==> src/rtl/rv_core_pkg.sv <==
// Shared core types and defaults for the fetch-side pc logic.
package rv_core_pkg;

  localparam int XLEN_DEFAULT        = 32;
  localparam int INSTR_BYTES_DEFAULT = 4;

  typedef enum logic [1:0] {
    BOOT  = 2'd0,
    RUN   = 2'd1,
    FAULT = 2'd2
  } pc_state_e;

endpackage

==> src/rtl/pc_redirect_arb.sv <==
// Redirect arbitration: picks the winning request, masks its target and flags
// a misaligned jalr/branch destination. Purely combinational.
module pc_redirect_arb
  import rv_core_pkg::*;
#(
  parameter int XLEN = XLEN_DEFAULT
) (
  input  logic            flow_en,
  input  logic            branch_taken,
  input  logic [XLEN-1:0] branch_target,
  input  logic            jalr_valid,
  input  logic [XLEN-1:0] jalr_target,
  input  logic            trap_valid,
  input  logic [XLEN-1:0] trap_vector,
  output logic            req,
  output logic [XLEN-1:0] target,
  output logic            fault
);

  logic [XLEN-1:0] jalr_eff;
  logic [XLEN-1:0] trap_eff;

  assign jalr_eff = jalr_target & ~XLEN'(1);
  assign trap_eff = trap_vector & ~XLEN'(3);

  // flow_en gates jalr/branch only; a trap is honoured in every state.
  always_comb begin
    req    = 1'b0;
    target = '0;
    fault  = 1'b0;
    if (trap_valid) begin
      req    = 1'b1;
      target = trap_eff;
    end else if (flow_en && jalr_valid) begin
      req    = 1'b1;
      target = jalr_eff;
      fault  = |jalr_eff[1:0];
    end else if (flow_en && branch_taken) begin
      req    = 1'b1;
      target = branch_target;
      fault  = |branch_target[1:0];
    end
  end

endmodule

==> src/rtl/pc_sequencer.sv <==
// Fetch pc sequencer: sequential advance, prioritised redirects and
// misaligned-target fault handling.
//
//   state | meaning
//   ------+---------------------------------------------------------------
//   BOOT  | one cycle after reset release, pc not yet valid; trap only
//   RUN   | pc valid, advances on fetch_ready & !stall, accepts redirects
//   FAULT | misaligned jalr/branch target seen, waits for a trap to exit
module pc_sequencer
  import rv_core_pkg::*;
#(
  parameter int              XLEN         = XLEN_DEFAULT,
  parameter logic [XLEN-1:0] RESET_VECTOR = '0,
  parameter int              INSTR_BYTES  = INSTR_BYTES_DEFAULT
) (
  input  logic            clk,
  input  logic            rst_n,
  input  logic            stall,
  input  logic            fetch_ready,
  input  logic            branch_taken,
  input  logic [XLEN-1:0] branch_target,
  input  logic            jalr_valid,
  input  logic [XLEN-1:0] jalr_target,
  input  logic            trap_valid,
  input  logic [XLEN-1:0] trap_vector,
  output logic [XLEN-1:0] pc,
  output logic            pc_valid,
  output logic            redirect,
  output logic            misaligned,
  output logic [XLEN-1:0] misaligned_addr
);

  pc_state_e       state_q, state_d;
  logic [XLEN-1:0] pc_q, pc_d;
  logic [XLEN-1:0] maddr_q, maddr_d;
  logic            redirect_q, redirect_d;

  logic            arb_req;
  logic            arb_fault;
  logic [XLEN-1:0] arb_target;

  pc_redirect_arb #(.XLEN(XLEN)) u_arb (
    .flow_en       (state_q == RUN),
    .branch_taken  (branch_taken),
    .branch_target (branch_target),
    .jalr_valid    (jalr_valid),
    .jalr_target   (jalr_target),
    .trap_valid    (trap_valid),
    .trap_vector   (trap_vector),
    .req           (arb_req),
    .target        (arb_target),
    .fault         (arb_fault)
  );

  always_ff @(posedge clk or negedge rst_n) begin
    if (!rst_n) begin
      state_q    <= BOOT;
      pc_q       <= RESET_VECTOR;
      maddr_q    <= '0;
      redirect_q <= 1'b0;
    end else begin
      state_q    <= state_d;
      pc_q       <= pc_d;
      maddr_q    <= maddr_d;
      redirect_q <= redirect_d;
    end
  end

  always_comb begin
    state_d    = state_q;
    pc_d       = pc_q;
    maddr_d    = maddr_q;
    redirect_d = 1'b0;
    case (state_q)
      BOOT: begin
        state_d = RUN;
        if (arb_req) begin
          pc_d       = arb_target;
          redirect_d = 1'b1;
        end
      end
      RUN: begin
        if (arb_req && arb_fault) begin
          state_d = FAULT;
          maddr_d = arb_target;
        end else if (arb_req) begin
          pc_d       = arb_target;
          redirect_d = 1'b1;
        end else if (fetch_ready && !stall) begin
          pc_d = pc_q + XLEN'(INSTR_BYTES);
        end
      end
      FAULT: begin
        if (arb_req) begin
          state_d    = RUN;
          pc_d       = arb_target;
          redirect_d = 1'b1;
        end
      end
      default: state_d = BOOT;
    endcase
  end

  assign pc              = pc_q;
  assign pc_valid        = (state_q == RUN);
  assign redirect        = redirect_q;
  assign misaligned      = (state_q == FAULT);
  assign misaligned_addr = maddr_q;

endmodule

==> config.mk <==
export PLATFORM = sky130hd
export DESIGN_NAME = pc_sequencer
export DESIGN_NICKNAME = d
export VERILOG_FILES = /design/src/rtl/rv_core_pkg.sv /design/src/rtl/pc_redirect_arb.sv /design/src/rtl/pc_sequencer.sv
export SDC_FILE = /design/constraint.sdc
export NUM_CORES = 1
export LEC_CHECK = 0
export CORE_UTILIZATION = 46
export CTS_CLUSTER_DIAMETER = 30
export DETAILED_ROUTE_END_ITERATION = 10
export PLACE_DENSITY_LB_ADDON = 0.12
export SETUP_SLACK_MARGIN = 0.1
export SLEW_MARGIN = 20
export SYNTH_ARGS = -nofsm -noshare
export SYNTH_HDL_FRONTEND = slang
export SYNTH_SLANG_ARGS = --single-unit
==> constraint.sdc <==
create_clock -name clk -period 5 [get_ports clk]
set_input_delay 1.5 -clock clk [delete_from_list [all_inputs] [get_ports clk]]
set_output_delay 1.5 -clock clk [all_outputs]
set_load 0.05 [all_outputs]
Word-level counts from Yosys, hierarchy flattened
Index checks and enable logic that the tools add are counted.
{"block": "word_totals", "ff_bits": 67, "elab_cells": 44, "output_inout_bits": 67, "latch_bits": 0, "mem_bits_rw": 0, "memories": 0, "mem_bits_ro": 0, "inputBits": 103}
{"block": "classes", "n_mul": 0, "n_eq_ne": 7, "n_div": 0, "order_cmp": 0, "shift": 0, "bitwise": 0, "n_mux": 20, "n_addsub": 1, "reduce_logical": 12}
{"op": "$mux 32", "count": 7}
{"op": "$pmux 32 s2", "count": 1}
{"op": "$add 32x3->32 const B", "count": 1}
{"op": "$mux 1", "count": 8}
{"op": "$pmux 2 s3", "count": 1}
{"op": "$logic_and 1x1->1", "count": 4}
{"op": "$mux 2", "count": 2}
{"op": "$ne 2x1->1 const B", "count": 2}
{"op": "$ne 2x2->1 const B", "count": 2}
{"op": "$reduce_and 2->1", "count": 2}
{"op": "$reduce_and 4->1", "count": 1}
{"op": "$reduce_or 2->1", "count": 2}
{"op": "$ne 3x3->1 const B", "count": 1}
{"op": "$eq 2x1->1 const B", "count": 1}
{"op": "$eq 2x2->1 const B", "count": 1}
{"op": "$logic_not 2->1", "count": 1}
{"op": "$pmux 1 s2", "count": 1}
{"op": "$reduce_bool 2->1", "count": 1}
{"op": "$logic_not 1->1", "count": 1}

Depth between registers and ports, before layout
{"block": "logic_depth", "depth_word": 8, "depth_mapped": 8, "depth_no_buf": 6}

Modules after synthesis
Synthesis repeated with hierarchy kept, for this count alone.
{"block": "unflattened", "hier_cells": 417, "area_unflattened_um2": 4117.7}
{"module": "pc_sequencer", "area_per_inst_um2": 3480.8, "instances": 1, "seq_area_each_um2": 1676.6, "cells_per_inst": 336}
{"module": "pc_redirect_arb", "area_per_inst_um2": 636.9, "instances": 1, "seq_area_each_um2": 0.0, "cells_per_inst": 81}

Worst setup path after synthesis
Ideal clock, no wire load.
{"block": "synth_timing", "kind": "input-to-reg", "start": "input port trap_valid", "end": "register maddr_q[15] (netlist: misaligned_addr[15])", "t_required_ns": 4.869, "setup_ns": 0.131, "setup_slack_ns": 2.058, "stages": 8, "n_path_buf": 3, "t_arrival_ns": 2.812, "cell_sequence": "buf_2 > or3b_1 > nor2_1 > nand2_1 > buf_2 > buf_2 > nand2_1 > o21ai_0"}
{"block": "synth_via", "elab_chain_len": 3, "elab_cells_between_ends": 5, "classes_between": "3 x mux; 2 x reduce/logical"}
{"item": "from (decl)", "line": "pc_sequencer.sv:24", "rtl": "input logic trap_valid,"}
{"item": "$mux 1", "line": "pc_redirect_arb.sv:31", "rtl": "if (trap_valid) begin"}
{"item": "$logic_and 1x1->1", "line": "pc_sequencer.sv:83", "rtl": "if (arb_req && arb_fault) begin"}
{"item": "$reduce_and 2->1 (no source line)"}
{"item": "to (signal assigned)", "line": "pc_sequencer.sv:64", "rtl": "maddr_q <= maddr_d;"}
{"item": "to (decl)", "line": "pc_sequencer.sv:35", "rtl": "logic [XLEN-1:0] maddr_q, maddr_d;"}
Several ways; a longest one is shown, not always the timed one.
A chain may end at the register's enable or synchronous reset.

Final worst setup path
{"block": "layout_timing", "start": "input port jalr_valid", "end": "register pc_q[31] (netlist: pc[31])"}
{"block": "layout_via", "elab_chain_len": 6, "elab_cells_between_ends": 16, "classes_between": "3 x eq/ne; 10 x mux; 3 x reduce/logical"}
{"item": "from (decl)", "line": "pc_sequencer.sv:22", "rtl": "input logic jalr_valid,"}
{"item": "$logic_and 1x1->1 (*)", "line": "pc_redirect_arb.sv:34", "rtl": "end else if (flow_en && jalr_valid) begin"}
{"item": "$mux 32 / $mux 1 (equally long branches)", "line": "pc_redirect_arb.sv:34"}
{"item": "$mux 32 / $mux 1 (equally long branches)", "line": "pc_redirect_arb.sv:31"}
{"item": "$mux 32 / $logic_and 1x1->1 (equally long branches)", "line": "pc_sequencer.sv:86, pc_sequencer.sv:83"}
{"item": "$mux 32 / $ne 2x2->1 (equally long branches)"}
{"item": "$pmux 32 s2 / $reduce_and 4->1 (equally long branches)"}
{"item": "to (signal assigned)", "line": "pc_sequencer.sv:63", "rtl": "pc_q <= pc_d;"}
{"item": "to (decl)", "line": "pc_sequencer.sv:34", "rtl": "logic [XLEN-1:0] pc_q, pc_d;"}
Every way passes the cells marked *; elsewhere a longest branch is shown, timed or not. The select of a mux whose other input is x is not followed.

==> flow_summary.toml <==
[setup_path]
crit_chain = "clkdlybuf4s50_1 > and3b_1 > buf_4 > a221o_1 > o21ai_0 > o31a_1 > o21ai_0"
crit_slowest_cell = "clkdlybuf4s50_1"
arrival_ps = 3850
required_ps = 5250
path_delay_family = "buffers and inverters"
cp_max_fo = 17
critPathMaxStageDelay_ps = 620
start_kind = "input pin"
path_class = "input pin to flip-flop"
cpMostUsedCell = "o21ai_0"
cp-end-kind = "flip-flop"
path_buf_inv = 2

[timing]
finClkSkew_ps = 2.44
rsz0062_at_grt = "no"
period_share_pct = 71.9
worst_slew_pin_slew_ps = 941
drv_slew = 0
setup_viol = 0
finalHoldWorstSlack_ps = 481
final.setup.worst_slack_ps = 1410
hold_viol = 0
relSlewSlack_pct = 37.0
setup_tns_ps = 0
min_period_ps = 3590
fmax_mhz = 278

[routing]
wl_per_cell_microns = 18.4
vias = 4274
wl_microns = 12800
drc = 0
postRouteAntennaNets = 0
viasPerCell = 6.15
firstDrtPassIters = 4
drt_iter0_drc = 267

[yosys]
postSynthCellCount = 439
synth.distinct_cells = 67
syn_area_per_cell_sq_um = 8.97
async_flop_share_pct = 100
synth_top_area_cell = "dfrtp_1"
mappedNetlistArea_sq_mm = 0.00394
syn-num-nets = 543
yosys_warnings = 0
synth-main-ff-cell = "dfrtp_1"
ys_ff_latch = 67
synthTopCellsByArea = "dfrtp_1 43%, o21ai_0 11%, a221o_1 6.9%"
synth_top_area_share_pct = 42.6
seq_area_frac_synth_pct = 42.6
synth-edff-count = 0

[cells_and_area]
finalInstanceArea_sq_mm = 0.00582
fill_cells = 656
diodes = 0
seqCellArea_sq_mm = 0.00168
multi_input_area_sq_mm = 0.00208
drive_gt1_share_pct = 7.29
instances_no_fill = 695
nets = 689
utilization_pct = 70.5
area_growth_pct = 47.8

[placement]
dp_slack_ps = 1030
post_dp_cell_area_sq_mm = 0.00560
gp_congestion = 0.850
dp_cells = 679
port_buffers = 166
dp.final_hpwl_microns = 8940

[clock_tree]
post_cts_buffers = 0
cts_resized = 0
cts-root-buf = "clkbuf_8"
clk_latency_ps = 350
htreeDepth = 3
cts_tree = "done"
hold_buffers = 0
clk_pin_slew_ps = 80
cts_sinks = 67
cts_buffers = 9
clockBufferDepth = 2

[outcome]
status = "finished clean"

[floorplan]
core_sq_mm = 0.00826
initial_core_util_pct = 47.7
die_h_microns = 94.5
die_x_microns = 94.5
row_count = 33
io_pins = 170
die-area_sq_mm = 0.00894

[job]
maxCapViolations = 0

[min_path]
hp-class = "flip-flop to flip-flop"

[power_and_ir_drop]
power_density_mw_per_mm2 = 501
total_power_mw = 2.92
worst_ir_drop_vdd_uv = 298
leakagePower_nw = 2.30

[grt]
grt.overflow.total = 0
grt_pass1_wl_microns = 20500
grt_start_max_net_pins = 68
antenna_found_initial = 0
grtUsageTotal_pct = 29.9
grt_pass1_vias = 4078
-- cells by family (layout without fill, tap and decap cells) --
group / count (synthesis) / count (layout) / synth area share [%]
multiplexers: 4 / 4 / 1.11
AND/OR/NAND/NOR: 142 / 142 / 19.2
flip-flops: 67 / 67 / 42.6
adder cells (fa/ha/maj): 1 / 1 / 0.318
AO/OA/AOI/OAI: 184 / 184 / 32.1
buffers and inverters: 41 / 192 / 4.73
-- placed cells by master, fill, tap and decap left out, drive strengths merged, types with 2 or more instances in the layout --
cell	count
a211o	2
a211oi	5
a21o	3
a21oi	13
a221o	27
a221oi	4
a22o	7
a22oi	7
a31oi	7
a41oi	2
and2	7
and3	7
and4	3
buf	6
bufinv	2
clkbuf	10
clkdlybuf4s50	164
clkinv	2
clkinvlp	2
dfrtp	67
inv	6
mux2	3
nand2	57
nand2b	5
nand3	13
nand4	7
nor2	18
nor2b	5
nor3	3
nor3b	2
nor4	6
nor4b	2
o21ai	85
o31a	4
o31ai	4
o32a	2
or4	2
-- cell usage after synthesis (4+ instances only) --
cell type	count
o21ai_0	83
dfrtp_1	67
nand2_1	57
a221o_1	27
nor2_1	18
clkbuf_1	17
buf_2	14
a21oi_1	13
nand3_1	12
a22o_1	7
a22oi_1	7
a31oi_1	7
and2_1	6
and3_1	6
a211oi_1	5
inv_1	5
nand2b_1	5
nand4_1	5
nor2b_1	5
nor4_1	5
a221oi_1	4
o31a_1	4
o31ai_1	4
-- sequential cells by signal, indices dropped and copies added (netlist names) --
register         count
misaligned_addr     32
pc                  32
redirect             1
state_q              2
-- cell type report --
class / count / area share, %
inverter: 6 / 0.387
clock inverter: 6 / 1.53
sequential: 67 / 28.8
multi-input combinational: 331 / 35.8
tap: 105 / 2.26
clock buffer: 10 / 2.36
timing repair buffer: 170 / 28.9
-- report_power, final --
| part | total [mW] | internal [mW] | switching, mW |
|---|---|---|---|
| Combinational | 1.50 | 0.525 | 0.974 |
| Clock | 0.523 | 0.294 | 0.228 |
| Sequential | 0.897 | 0.714 | 0.183 |
| Total | 2.92 | 1.53 | 1.39 |
-- layer usage --
metal	routed length [microns]	vias up	global-route usage, %
met5	0	-	0
met4	287	0	11.4
met3	916	21	4.67
met2	6490	199	51.6
met1	5070	2087	37.7
li1	-	1967	-
-- worst reg2reg max path: cells and delay by family, from the launching register on --
kind             cells  cell delay (ps)
flip-flops           1              590
multiplexers         1              520
AND/OR/NAND/NOR      3             1270
-- path summary, 6_finish.rpt --
kind	startpoint	endpoint	slack (ps)	cells past startpoint
max	jalr_valid	pc[31]	1410	7
min	misaligned_addr[11]	misaligned_addr[11]	480	2
max reg2reg	state_q[0]	misaligned_addr[30]	2510	4
min reg2reg	misaligned_addr[11]	misaligned_addr[11]	480	2
max in group asynchronous	rst_n	misaligned_addr[18]	3180	1
min in group asynchronous	rst_n	misaligned_addr[8]	1260	1
(Power assumes the default switching activity.)
